[src/rtl/pmem_arbiter_pkg.sv]
// Shared types for the physical-memory line arbiter between the I-cache and D-cache.
package pmem_arbiter_pkg;

  typedef enum logic [1:0] {ARB_IDLE, ARB_I, ARB_D} arb_state_t;
  typedef enum logic {ARB_OWNER_I, ARB_OWNER_D} arb_owner_t;

  // Pending request vector, one bit per cache
  typedef struct packed {
    logic d;
    logic i;
  } arb_req_t;

  function automatic arb_state_t owner_state(arb_owner_t o);
    return (o == ARB_OWNER_D) ? ARB_D : ARB_I;
  endfunction

endpackage

[src/rtl/pmem_arb_picker.sv]
// Combinational grant choice for the arbiter; PMEM_ARB_ROUND_ROBIN_EN selects
// round-robin on conflicts, otherwise the D-cache always wins.
module pmem_arb_picker
  import pmem_arbiter_pkg::*;
(
  input  arb_req_t   req,
  input  arb_owner_t last_grant,
  output logic       grant_vld,
  output arb_owner_t grant
);

  always_comb begin
    grant_vld = req.i | req.d;
    grant     = ARB_OWNER_I;
    if (req.d && !req.i) begin
      grant = ARB_OWNER_D;
    end else if (req.d && req.i) begin
`ifdef PMEM_ARB_ROUND_ROBIN_EN
      grant = (last_grant == ARB_OWNER_I) ? ARB_OWNER_D : ARB_OWNER_I;
`else
      // Fixed priority: the D bit is forced, history has no effect
      grant = arb_owner_t'(last_grant | ARB_OWNER_D);
`endif
    end
  end

endmodule

[src/rtl/pmem_arbiter.sv]
// Shares the physical memory line port between I-cache and D-cache, one
// registered request at a time. Conflict policy set by PMEM_ARB_ROUND_ROBIN_EN.
module pmem_arbiter
  import pmem_arbiter_pkg::*;
#(
  parameter int LINE_W = 256,
  parameter int ADDR_W = 32
) (
  input  logic              clk,
  input  logic              rst,
  input  logic              i_read,
  input  logic [ADDR_W-1:0] i_address,
  output logic [LINE_W-1:0] i_rdata,
  output logic              i_resp,
  input  logic              d_read,
  input  logic              d_write,
  input  logic [ADDR_W-1:0] d_address,
  input  logic [LINE_W-1:0] d_wdata,
  output logic [LINE_W-1:0] d_rdata,
  output logic              d_resp,
  output logic              mem_read,
  output logic              mem_write,
  output logic [ADDR_W-1:0] mem_address,
  output logic [LINE_W-1:0] mem_wdata,
  input  logic [LINE_W-1:0] mem_rdata,
  input  logic              mem_resp
);

  arb_state_t        state, state_nxt;
  arb_owner_t        last_grant;
  arb_owner_t        grant;
  logic              grant_vld;
  logic              take;
  logic [ADDR_W-1:0] lat_addr;
  logic [LINE_W-1:0] lat_wdata;
  logic              lat_wr;
  arb_req_t          req;

  assign req = '{d: d_read | d_write, i: i_read};

  pmem_arb_picker u_picker (
    .req        (req),
    .last_grant (last_grant),
    .grant_vld  (grant_vld),
    .grant      (grant)
  );

  assign take = (state == ARB_IDLE) && grant_vld;

  always_comb begin
    state_nxt = state;
    i_resp    = 1'b0;
    d_resp    = 1'b0;
    case (state)
      ARB_IDLE: if (grant_vld) state_nxt = owner_state(grant);
      ARB_I: if (mem_resp) begin
        i_resp    = 1'b1;
        state_nxt = ARB_IDLE;
      end
      ARB_D: if (mem_resp) begin
        d_resp    = 1'b1;
        state_nxt = ARB_IDLE;
      end
      default: state_nxt = ARB_IDLE;
    endcase
  end

  always_ff @(posedge clk or negedge rst) begin
    if (!rst) begin
      state      <= ARB_IDLE;
      last_grant <= ARB_OWNER_I;
      lat_addr   <= '0;
      lat_wdata  <= '0;
      lat_wr     <= 1'b0;
    end else begin
      state <= state_nxt;
      if (i_resp) last_grant <= ARB_OWNER_I;
      if (d_resp) last_grant <= ARB_OWNER_D;
      if (take) begin
        if (grant == ARB_OWNER_D) begin
          lat_addr <= d_address;
          // d_write wins if both D strobes are (illegally) high
          lat_wr   <= d_write;
          if (d_write) lat_wdata <= d_wdata;
        end else begin
          lat_addr <= i_address;
          lat_wr   <= 1'b0;
        end
      end
    end
  end

  // Strobes decode straight from state so reset drops them without a clock
  assign mem_read    = (state != ARB_IDLE) && !lat_wr;
  assign mem_write   = (state != ARB_IDLE) &&  lat_wr;
  assign mem_address = lat_addr;
  assign mem_wdata   = lat_wdata;
  assign i_rdata     = mem_rdata;
  assign d_rdata     = mem_rdata;

endmodule
[config.mk]
export PLATFORM = sky130hd
export DESIGN_NAME = pmem_arbiter
export DESIGN_NICKNAME = d
export VERILOG_FILES = /design/src/rtl/pmem_arbiter_pkg.sv /design/src/rtl/pmem_arb_picker.sv /design/src/rtl/pmem_arbiter.sv
export SDC_FILE = /design/constraint.sdc
export NUM_CORES = 1
export LEC_CHECK = 0
export ABC_AREA = 1
export BUFFER_PORTS_ARGS = -buffer_cell sky130_fd_sc_hd__buf_4
export CAP_MARGIN = 0
export CORE_AREA = 4 4 536 538
export DETAILED_ROUTE_END_ITERATION = 10
export DIE_AREA = 0 0 540 542
export PLACE_DENSITY_LB_ADDON = 0.05
export SLEW_MARGIN = 20
export SYNTH_ARGS = -nofsm -noshare
export SYNTH_HDL_FRONTEND = slang
export SYNTH_HIERARCHICAL = 1
export SYNTH_SLANG_ARGS = --single-unit
[constraint.sdc]
create_clock -name clk -period 2.4 [get_ports clk]
set_input_delay 0.6 -clock clk [delete_from_list [all_inputs] [get_ports clk]]
set_output_delay 0.6 -clock clk [all_outputs]
set_load 0.01 [all_outputs]
==> run summary <==
Status -> finished, final reports clean
P_int -> 16300 uW
CTS Root Cell -> clkbuf_16
CTS clk-pin slew, worst paths -> 60 ps
TritonCTS buffer count -> 49
Chip Height -> 542 um
HP Class -> input port to flop
Via count -> 12600
Leak pwr -> 0.0104 uW
Most frequent CP cell -> buf_4
DRT Wirelength -> 101000 um
Net Sw Power -> 11800 uW
Top Ports -> 1386
Worst-path fanout max -> 3
Final Max Slew Viols -> 0
First-pass GRT wire length -> 134000 um
Cell Chain, Critical Path -> inv_1 -> ha_4 -> buf_4 -> nor2_4 -> buf_4
Max Cap Viol -> 0
Largest net degree at the start of global routing -> 72
Grt total ovfl -> 0
Data required, critical path -> 1800 ps
Vias in the first global route -> 14500
Critical path arrival -> 1670 ps
Most common cell after layout, fill and taps aside -> nand2_1
Setup violators final -> 0
Crit path buf inv count -> 3
Fillers -> 33200
Max stage delay on crit path -> 360 ps
Vias per cell -> 2.16
DRC viols -> 0
DRT Pass-1 Iters -> 4
DPL Wire Length -> 80100 um
CTS max path bufs -> 3
Routed wl met3 -> 11200 um
Slew headroom -> 0.564
FP Rows -> 195
Syn nets -> 2487
Metal2 WL -> 47900 um
H-tree lvl count -> 2
RSZ-0062 raised after global routing -> yes
Crit Path Class -> flop to output port
CTS tree -> yes
Die area -> 293000 um^2
Final Cycle Share -> 0.947
GPL Wtd Cong -> 0.715
Clock Sinks -> 291
Syn Inst Count -> 1901
Synth warnings -> 6
Setup TNS -> 0 ps
Crit end category -> output port
Pwr dens -> 1210 nW/um^2
Avg WL per Cell -> 17.4 um
Core Area -> 282000 um^2
Period minus WS final -> 2270 ps
Cell Area, Synth -> 15800 um^2
Syn_area_per_cell -> 8.33 um^2
Syn-to-layout area delta -> 46.4%
Commonest non-fill, non-tap cells in the layout -> nand2_1, buf_4, dfrtp_1
Starting density of the core -> 0.0561
Reg power frac -> 0.308
Final Hold Fails -> 0
Clock skew -> 18.6 ps
Clock Latency Late Sink -> 650 ps
Number of antenna violations at the first check in global routing -> 20
M1 WL -> 37200 um
Routed Antenna Nets -> 0
Iteration-0 DRC Markers -> 502
Combinational share of power -> 0.439
Maximum vdd drop -> 0.000449 V
Final #Nets -> 2618
DIE WIDTH -> 540 um
Port Buf Inserts -> 617
Worst-Margin Slew -> 652 ps
Worst setup SP type -> flop
F_max -> 440 MHz
Critical path's slowest cell -> dfrtp_1
Top delay family on crit path -> buffers and inverters
Fin util -> 0.0822
Switching Share -> 0.420
GRT Total Usage -> 0.0668
Top layer reached by signal wires -> met5
Clock share of power -> 0.253
Layout cells sized above 1 -> 0.369
-- worst register-to-register path, delay by kind of cell (launching register included) --
family	cells	cell delay (ps)
buffers and inverters	2	490
adder cells (fa/ha/maj)	1	180
AND/OR/NAND/NOR	4	1010
flip-flops	1	380
-- layer usage --
layer  vias to the layer above  global-route usage
met3                       296              0.0335
met4                        16              0.0329
li1                       5682                   -
met5                         -             0.00197
met2                       692               0.112
met1                      5901              0.0692
-- state kept, by name, summed over array words and instances, names as in the netlist --
signal / count
mem_wdata: 256
state: 2
lat_wr: 1
mem_address: 32
-- power by group through the flow --
stage,logic (uW),registers (uW),clock network (uW)
final,12300,8630,7100
after floorplan,4130,9440,0
after global routing,13900,8970,7840
after CTS,13200,8740,7780
after global placement,13200,8790,0
after detailed placement,13100,8730,0
-- cell type report --
class                   instances  area [um^2]  area share
diodes                          6         15.0    0.000648
repair buffers                691         5530       0.238
clock buffers                  76         1400      0.0603
clock inverters                11          105     0.00453
flip-flops and latches        291         7280       0.314
well taps                    3743         4680       0.202
multi-input cells             986         4120       0.178
inverters                      13         48.8     0.00211
-- per-stage QoR --
stage | total power [uW] | area [um^2] | cells | hold slack, ps | worst slack, ps
2_1_floorplan | 13600 | 15800 | 1901 | 304 | 543
3_3_place_gp | 22000 | 21600 | 5721 | 472 | -112
3_5_place_dp | 21900 | 21600 | 5721 | 470 | -138
4_1_cts | 29700 | 23200 | 5811 | 20.4 | 6.15
5_1_grt | 30700 | 23200 | 5814 | 60.9 | -8.00
6_report | 28100 | 23200 | 5817 | 144 | 127
-- final timing paths --
path / startpoint / endpoint / slack (ps) / cells past startpoint
setup / recovery: state[1] / mem_read / 130 / 5
hold / removal: d_wdata[91] / mem_wdata[91] / 140 / 3
setup reg to reg: state[0] / mem_wdata[113] / 300 / 7
hold reg to reg: mem_address[0] / mem_address[0] / 480 / 2
max in group asynchronous: rst / mem_wdata[99] / 1040 / 3
min in group asynchronous: rst / mem_wdata[80] / 520 / 2
-- timing repair --
action	4_1_cts	5_1_grt
endpoints found under the setup margin	2	1
hold buffers	1	0
hold endpoints to repair	16	0
gates resized for setup	6	1
pin swaps	1	0
setup buffers	2	0
Power figures use the tool's default switching activity.
